<file path="config.mk">
export PLATFORM = sky130hd
export DESIGN_NAME = moore_seek_ctrl
export DESIGN_NICKNAME = d
export VERILOG_FILES = /design/src/rtl/moore_seek_pkg.sv /design/src/rtl/moore_seek_path.sv /design/src/rtl/moore_seek_ctrl.sv
export SDC_FILE = /design/constraint.sdc
export NUM_CORES = 1
export LEC_CHECK = 0
export ABC_CLOCK_PERIOD_IN_PS = 12000
export BUFFER_PORTS_ARGS = -buffer_cell sky130_fd_sc_hd__buf_4
export CAP_MARGIN = 20
export CORE_ASPECT_RATIO = 0.7
export CORE_UTILIZATION = 40
export DETAILED_ROUTE_END_ITERATION = 6
export MAX_ROUTING_LAYER = met4
export PLACE_DENSITY = 0.71
export SLEW_MARGIN = 20
export SYNTH_ARGS = -nofsm -noshare
export SYNTH_HDL_FRONTEND = slang
export SYNTH_SLANG_ARGS = --single-unit
</file>
<file path="constraint.sdc">
create_clock -name clock_div -period 12 [get_ports clock_div]
set_input_delay 3.6 -clock clock_div [delete_from_list [all_inputs] [get_ports clock_div]]
set_output_delay 3.6 -clock clock_div [all_outputs]
set_load 0.01 [all_outputs]
</file>
<file path="src/rtl/moore_seek_pkg.sv">
// Shared types and constants for the mod-6 Moore machine seek controller.
// Holds the controller state encoding and the machine's In=1 jump table.
package moore_seek_pkg;

  typedef enum logic [1:0] {
    ST_IDLE = 2'd0,
    ST_SEEK = 2'd1,
    ST_DONE = 2'd2,
    ST_ERR  = 2'd3
  } seek_state_e;

  localparam int N_STATES = 6;
  localparam int STATE_W  = 3;
  localparam int TMP_W    = 4;

  // Packed jump table, entry k at bits [3k+2:3k]: 0->3, 1->5, 2->0, 3->1, 4->2, 5->4
  localparam logic [3*N_STATES-1:0] JUMP_TBL = {3'd4, 3'd2, 3'd1, 3'd0, 3'd5, 3'd3};

  function automatic logic [STATE_W-1:0] jump_succ(input logic [STATE_W-1:0] c);
    logic [STATE_W-1:0] r;
    if (c > 3'd5) begin
      r = 3'd0;
    end else begin
      r = JUMP_TBL[int'(c) * 3 +: 3];
    end
    return r;
  endfunction

  function automatic logic [STATE_W-1:0] plus_succ(input logic [STATE_W-1:0] c);
    logic [STATE_W-1:0] r;
    if (c >= 3'd5) begin
      r = 3'd0;
    end else begin
      r = c + 3'd1;
    end
    return r;
  endfunction

  // Forward distance (to - from) mod 6; both operands assumed in 0..5.
  function automatic logic [STATE_W-1:0] mod6_dist(input logic [STATE_W-1:0] to,
                                                   input logic [STATE_W-1:0] from);
    logic [3:0] sum;
    sum = {1'b0, to} + 4'd6 - {1'b0, from};
    if (sum >= 4'd6) begin
      sum = sum - 4'd6;
    end else begin
      sum = sum;
    end
    return sum[2:0];
  endfunction

endpackage

</file>
<file path="src/rtl/moore_seek_path.sv">
// Combinational step chooser: picks the machine input that lands closer
// (mod 6) to the target, and flags when the machine already sits on it.
module moore_seek_path
  import moore_seek_pkg::*;
(
  input  logic [TMP_W-1:0]   cur,
  input  logic [STATE_W-1:0] target,
  output logic               step_in,
  output logic               match
);

  logic [STATE_W-1:0] cur_idx_s;
  logic [STATE_W-1:0] d0_s;
  logic [STATE_W-1:0] d1_s;

  // Out-of-range machine values are folded to 0; the controller aborts on them anyway.
  always_comb begin
    if (cur > 4'd5) begin
      cur_idx_s = 3'd0;
    end else begin
      cur_idx_s = cur[STATE_W-1:0];
    end
    d0_s    = mod6_dist(target, plus_succ(cur_idx_s));
    d1_s    = mod6_dist(target, jump_succ(cur_idx_s));
    step_in = (d1_s < d0_s) ? 1'b1 : 1'b0;
    match   = (cur == {1'b0, target}) ? 1'b1 : 1'b0;
  end

endmodule

</file>
<file path="src/rtl/moore_seek_ctrl.sv">
// Seek controller steering a mod-6 Moore machine to a requested state.
// Optional macro SEEK_TIMEOUT_EN aborts a seek after MAX_STEPS unmatched cycles.
module moore_seek_ctrl
  import moore_seek_pkg::*;
#(
  parameter int MAX_STEPS = 6
) (
  input  logic               clock_div,
  input  logic               reset,
  input  logic               req_valid,
  input  logic [STATE_W-1:0] req_target,
  output logic               req_ready,
  input  logic [TMP_W-1:0]   cur_tmp,
  output logic               step_in,
  output logic               busy,
  output logic               done,
  output logic               err,
  output logic [3:0]         steps
);

  if (MAX_STEPS < 1 || MAX_STEPS > 15) begin : g_bad_max_steps
    $error("moore_seek_ctrl: MAX_STEPS must be within 1..15");
  end

  seek_state_e        state_q, state_d;
  logic [STATE_W-1:0] target_q, target_d;
  logic [3:0]         steps_q, steps_d;
  logic               path_step_s;
  logic               match_s;

  moore_seek_path u_path (
    .cur     (cur_tmp),
    .target  (target_q),
    .step_in (path_step_s),
    .match   (match_s)
  );

  // State, latched target and step counter registers.
  always_ff @(posedge clock_div or negedge reset) begin
    if (!reset) begin
      state_q  <= ST_IDLE;
      target_q <= 3'd0;
      steps_q  <= 4'd0;
    end else begin
      state_q  <= state_d;
      target_q <= target_d;
      steps_q  <= steps_d;
    end
  end

  // Next-state, target latch and counter update.
  always_comb begin
    state_d  = state_q;
    target_d = target_q;
    steps_d  = steps_q;
    case (state_q)
      ST_IDLE: begin
        if (req_valid) begin
          target_d = req_target;
          steps_d  = 4'd0;
          state_d  = (req_target <= 3'd5) ? ST_SEEK : ST_ERR;
        end else begin
          state_d = ST_IDLE;
        end
      end
      ST_SEEK: begin
        if (match_s) begin
          state_d = ST_DONE;
        end else if (cur_tmp > 4'd5) begin
          state_d = ST_ERR;
`ifdef SEEK_TIMEOUT_EN
        end else if (steps_q >= 4'(MAX_STEPS)) begin
          state_d = ST_ERR;
`endif
        end else begin
          steps_d = (steps_q == 4'd15) ? 4'd15 : steps_q + 4'd1;
        end
      end
      ST_DONE: state_d = ST_IDLE;
      ST_ERR:  state_d = ST_IDLE;
      default: state_d = ST_IDLE;
    endcase
  end

  // Moore outputs; step_in stays combinational so the machine acts on it this edge.
  always_comb begin
    req_ready = 1'b0;
    busy      = 1'b0;
    done      = 1'b0;
    err       = 1'b0;
    step_in   = 1'b0;
    steps     = steps_q;
    case (state_q)
      ST_IDLE: req_ready = 1'b1;
      ST_SEEK: begin
        busy = 1'b1;
        if (!match_s && cur_tmp <= 4'd5) begin
          step_in = path_step_s;
        end else begin
          step_in = 1'b0;
        end
      end
      ST_DONE: done = 1'b1;
      ST_ERR:  err  = 1'b1;
      default: req_ready = 1'b0;
    endcase
  end

endmodule

</file>
# After elaboration in Yosys (flattened, before gate mapping)
# Cells that the tools add are included.
dict set report totals {
  register_bits 9
  input_bits 10
  output_inout_bits 9
  word_cells 59
}
dict set report op_classes {
  n_addsub 7
  order_cmp 8
  n_mux 23
  eq_ne 9
  mul 1
  shifts 1
  reduce_logical 7
}
# cell count
set op_table {}
lappend op_table {{$shiftx A18 B32 Y3 const A} 1}
lappend op_table {{$mux W4} 4}
lappend op_table {{$mux W3} 5}
lappend op_table {{$ge A4 B3 Y1 const B} 2}
lappend op_table {{$mux W1} 8}
lappend op_table {{$mux W2} 4}
lappend op_table {{$pmux W4 S2} 1}
lappend op_table {{$sub A4 B3 Y4} 2}
lappend op_table {{$ne A2 B2 Y1 const B} 3}
lappend op_table {{$pmux W2 S3} 1}
lappend op_table {{$sub A3 B3 Y3 const B} 2}
lappend op_table {{$mul A3 B2 Y5 const B} 1}
lappend op_table {{$add A3 B3 Y4 const B} 1}
lappend op_table {{$add A4 B1 Y4 const B} 1}
lappend op_table {{$eq A2 B2 Y1 const B} 2}
lappend op_table {{$eq A4 B3 Y1} 1}
lappend op_table {{$eq A4 B4 Y1 const B} 1}
lappend op_table {{$gt A4 B3 Y1 const B} 1}
lappend op_table {{$le A4 B3 Y1 const B} 1}
lappend op_table {{$reduce_and A4 Y1} 1}
lappend op_table {{$add A3 B1 Y3 const B} 1}
lappend op_table {{$ge A3 B3 Y1 const B} 1}
lappend op_table {{$gt A3 B3 Y1 const B} 1}
lappend op_table {{$le A3 B3 Y1 const B} 1}
lappend op_table {{9 further kinds} 9}

# Depth between registers and ports, before layout
dict set report logic_depth {
  ltp_word 12
  mapped_depth 16
  ltp_nobuf 16
}

# Cells and area by module
# From an unflattened synthesis, not the netlist that was laid out.
dict set report unflattened {
  hier_cells 109
  hier_area_um2 970.9
}
# module seq_area_each_um2 n_inst cells_each area_each_um2
set modules_own_cells {}
lappend modules_own_cells {moore_seek_ctrl 225.2 1 46 506.7}
lappend modules_own_cells {moore_seek_path 0.0 1 63 464.2}

# Worst setup path before layout
# OpenSTA, ideal clock, no wires.
dict set report synth_timing {
  path_kind {input to output}
  start {input port cur_tmp[2]}
  end {output port step_in}
  t_arrival_ns 6.233
  stages 15
  required_ns 8.400
  n_path_buf 0
  slack_ns 2.167
  cell_sequence {and2_1 -> nor2_1 -> nand2_1 -> inv_1 -> ha_1 -> a21oi_1 -> or3_1 -> ha_1 -> fa_1 -> xnor2_1 -> nor2_1 -> mux2i_1 -> ha_1 -> a21o_1 -> a211oi_1}
}
dict set report synth_between {
  elab_chain_len 12
  elab_cells_between_ends 26
  cone_classes {5 x add/sub; 1 x mul; 7 x order compare; 1 x eq/ne; 1 x shift; 9 x mux; 2 x reduce/logical}
}
# element line_no
set synth_rtl {}
lappend synth_rtl {{start: declaration} moore_seek_ctrl.sv:13} ;# input logic [TMP_W-1:0] cur_tmp,
lappend synth_rtl {{$gt A4 B3 Y1} moore_seek_path.sv:18} ;# if (cur > 4'd5) begin
lappend synth_rtl {{$mux W3} moore_seek_path.sv:18}
lappend synth_rtl {{$mul A3 B2 Y5} moore_seek_pkg.sv:24} ;# r = JUMP_TBL[int'(c) * 3 +: 3];
lappend synth_rtl {{$shiftx A18 B32 Y3} moore_seek_pkg.sv:24}
lappend synth_rtl {{$mux W3} moore_seek_pkg.sv:21} ;# if (c > 3'd5) begin
lappend synth_rtl {{$sub A4 B3 Y4} moore_seek_pkg.sv:43} ;# sum = {1'b0, to} + 4'd6 - {1'b0, from};
lappend synth_rtl {{$ge A4 B3 Y1 / $sub A3 B3 Y3 (equally long branches)} {moore_seek_pkg.sv:44, moore_seek_pkg.sv:45}}
lappend synth_rtl {{$mux W3} moore_seek_pkg.sv:44} ;# if (sum >= 4'd6) begin
lappend synth_rtl {{$lt A3 B3 Y1} moore_seek_path.sv:25} ;# step_in = (d1_s < d0_s) ? 1'b1 : 1'b0;
lappend synth_rtl {{$mux W1} moore_seek_path.sv:25}
lappend synth_rtl {{$mux W1 *} moore_seek_ctrl.sv:97} ;# if (!match_s && cur_tmp <= 4'd5) begin
lappend synth_rtl {{$mux W1 *} moore_seek_ctrl.sv:93} ;# case (state_q)
lappend synth_rtl {{end: declaration} moore_seek_ctrl.sv:14} ;# output logic step_in,
# Every way passes the cells marked *; elsewhere a longest branch is shown, timed or not.

# Worst setup path after layout
# Same ends and word-level chain as after synthesis.

==> impl.org <==
** Floorplan
- The die is roughly 43 microns tall.
- DIE WIDTH :: 60.5 microns
- Pin placement for this block handled 19 I/O pins.
- Row Count :: 14
- Starting density of the core :: 0.435
- The total area inside the core boundary comes to roughly 2200 sq um.
- Area of the die :: 2600 sq um

** Synth
- The share of the Yosys chip area taken by registers is 0.235.
- Of the total synthesized cell area, the portion taken by AND, OR, NAND and NOR gates is 0.169.
- Synthesized-area fraction occupied by ao, oa, aoi and oai cells :: 0.166
- The cell count after synthesis came out at 107.
- Main combinational cell family by area after synthesis :: adder cells
- Number of nets in the synthesized netlist :: ~130
- Of the total synthesized cell area, the portion taken by XOR and XNOR cells is 0.0639.
- A synthesized cell averages around 9 sq um.
- Mux share of post-synthesis cell area :: 0.0874
- In the synthesized netlist the dominant register cell turns out to be dfrtp_1.
- In the synthesized netlist the async set-or-reset flop fraction comes to 1.00.
- Of the total synthesized cell area, the portion taken by full adders, half adders and majority gates is 0.224.
- In this run, synthesis inferred 0 flip-flops with an integrated enable.
- Flip-flop and latch count after synthesis :: 9
- After synthesis the cells add up to around 960 sq um.
- The Yosys step of the flow raised 0 warnings.
- Yosys mapped the design onto 31 distinct sky130hd cell types.

** Final layout
- Of the cells placed in the final design, the portion with a size suffix greater than 1 is 0.233.
- Most common cell after layout, fill and taps aside :: buf_4
- Fin nets :: 156
- From synthesis to final layout, the design area changed by 21.0%.
- Commonest cells after routing, fill and taps aside :: buf_4, inv_1, ha_1, a21oi_1, dfrtp_1
- At the end of the flow the core is filled with cells to 0.526.
- Summing all non-filler instances in the final layout gives an area of approximately 1200 sq um.
- Count of inserted antenna diode cells :: 0

** Global routing
- Initial antenna violation count :: 0
- Overall global routing resource usage :: 0.202
- Maximum number of pins on one net before global-route repair :: 10
- The number of global-route vias before repair was between 800 and 900.
- The first global-routing pass estimated approximately 3.7 mm of wire.
- Overflow left after global routing :: 0

** Worst setup path
- Counting cells, the worst reg-to-reg path comes to 4.
- The worst setup path is captured at an output port.
- In this run the worst path has a maximum fanout of 6.
- Required arrival time at the worst endpoint :: ~8400 ps
- Critical path start-end classification :: primary input to output port
- The worst setup path is launched from a primary input.
- Data arrival time at the worst-slack endpoint :: roughly 6700 ps

** STA
- Final Worst Setup Slack :: 1700 ps
- Setup TNS :: 0 ps
- Relative slew slack :: 0.754
- The number of hold violations in the final report is 0.
- Dividing the final minimum period by the clock period gives 0.858.
- Achievable frequency :: ~100 MHz
- Setup violations remaining at the end of the flow were counted as 0.
- For the final database, setup skew stands at about 13 ps.
- Slew at the pin closest to its max-slew limit :: 365 ps
- The worst path in the final design needs a cycle of 10300 ps, including I/O delays and setup.
- Number of pins exceeding their max-slew limit in the final report :: 0
- Setup repair after global routing missed its margin :: false

** Pwr
- In this run the power density over the cells is about 280 nW/um^2.
- The internal power of the cells totals 0.176 mW.
- The share of total power dissipated in sequential elements is 0.181.
- Power dissipated by switching net loads :: around 0.15 mW
- The worst-case IR drop observed on VDD is about 0.000077 V.
- The share of total power dissipated in combinational logic is 0.744.
- Of the total power, the share spent switching nets is 0.463.
- Leakage power :: between 0.5 and 0.6 nW
- The share of total power dissipated in the clock network is 0.075.

** Place
- Routability congestion estimate :: 0.768
- Once placement finished, the instance area stood at ~1100 sq um.
- Summed over all nets, the half-perimeter wirelength after detailed placement is 1.82 mm.
- Worst slack, placed :: approximately 1700 ps
- Number of port buffers :: 18

** Route
- Antenna violation net count after detailed routing :: 0
- Iteration-0 DRC Markers :: 28
- Before antenna repair, the detailed router went through 4 iterations.
- Dividing the detail-routed via count by the number of cells gives 5.18.
- DRC errors left :: 0
- Routed wire length :: 2.16 mm
- Wire length per cell after detailed routing :: between 10 and 15 microns
- Routed via count :: about 830

** Clock tree
- At the later pin of the worst-skew pair, clock insertion delay measures between 200 and 300 ps.
- The longest clock path from root to sink contains 2 buffers.
- Number of buffers inserted to repair setup after CTS :: 0
- CTS built an H-tree with a depth of 1.
- CTS saw 9 sinks.
- Clock tree from TritonCTS :: built
- In this run, CTS created clock tree buffers numbering 3.
- The tree is rooted in a clkbuf_4.
- Hold bufs inserted after CTS :: 0
- Clk slew on worst S/H paths :: roughly 60 ps
- Post-CTS repair changed the size of 0 cells.

** Min path
- Counting instances, the worst hold path has a depth of 1.
- HP Class :: flop to flop

** Outcome
- Outcome :: completed

** Run
- Number of max-capacitance violations reported :: 0
routing by layer:
metal,part of all wire,vias up,track usage
met2,0.48,13,0.330
met3,0.020,4,0.0396
met1,0.50,403,0.257
met4,0.0079,0,0.0500
li1,-,414,-
met5,0,-,-
synth_stat cells (all sizes together), types with 2 or more instances:
| cell type | count | area share |
|---|---|---|
| a21o | 3 | 0.023 |
| xor2 | 4 | 0.037 |
| and2 | 3 | 0.020 |
| nand3 | 2 | 0.010 |
| nand2 | 6 | 0.023 |
| ha | 14 | 0.18 |
| nor4 | 2 | 0.013 |
| nor3b | 3 | 0.023 |
| nand2b | 2 | 0.013 |
| o21ai | 5 | 0.026 |
| xnor2 | 3 | 0.027 |
| nor2 | 6 | 0.023 |
| a21oi | 10 | 0.052 |
| inv | 14 | 0.055 |
| dfrtp | 9 | 0.23 |
| mux2i | 2 | 0.021 |
| fa | 2 | 0.042 |
| mux2 | 5 | 0.066 |
area by class of cell:
| class | count | area [sq um] |
|---|---|---|
| fillers | 221 | 1050 |
| multi-input cells | 84 | 682 |
| clock buffers | 4 | 26.3 |
| inverters | 14 | 52.6 |
| well taps | 32 | 40.0 |
| repair buffers | 18 | 135 |
| flip-flops and latches | 9 | 225 |
worst paths after layout:
kind                       slack, ps   startpoint     endpoint
setup reg to reg               10310  target_q[0]     steps[1]
max in group asynchronous       8710        reset  target_q[0]
hold / removal                   570  target_q[0]  target_q[0]
setup / recovery                1700   cur_tmp[2]      step_in
min in group asynchronous       3140        reset     steps[2]
hold reg to reg                  570  target_q[0]  target_q[0]
metrics by stage:
step	hold WS, ps	total power, mW	std cells
floorplan	522	0.235	107
global placement	546	0.281	157
detailed placement	558	0.304	157
CTS	574	0.329	161
global route	605	0.360	161
finish	572	0.327	161
registers in the layout (all words and copies together), names as in the netlist:
signal	cells
target_q	3
state_q	2
steps	4
logic make-up (layout without fill, tap and decap cells):
logic type	Yosys count	count (layout)
mux	7	7
simple gates	30	30
flops	9	9
compound gates	24	24
xor+xnor	7	7
buf+inv	14	36
fa+ha+maj	16	16
critical path: stages:
cell and delay [ps]:
buf_4 130, and2_1 170, nor2_1 90, nand2_1 100
inv_1 100, ha_1 220, a21oi_1 80, or3_1 310
ha_1 220, fa_1 410, xnor2_1 230, nor2_1 90
mux2i_1 140, ha_1 250, a21o_1 160, a211oi_1 230
buf_4 160
power by group through the flow:
stage / sequential, mW / combinational [mW] / clock (mW)
after floorplan: 0.0571 / 0.178 / 0
after global placement: 0.0587 / 0.222 / 0
after detailed placement: 0.0600 / 0.244 / 0
after CTS: 0.0594 / 0.244 / 0.0249
after global routing: 0.0619 / 0.271 / 0.0264
final: 0.0594 / 0.244 / 0.0245
Power figures use the tool's default switching activity.
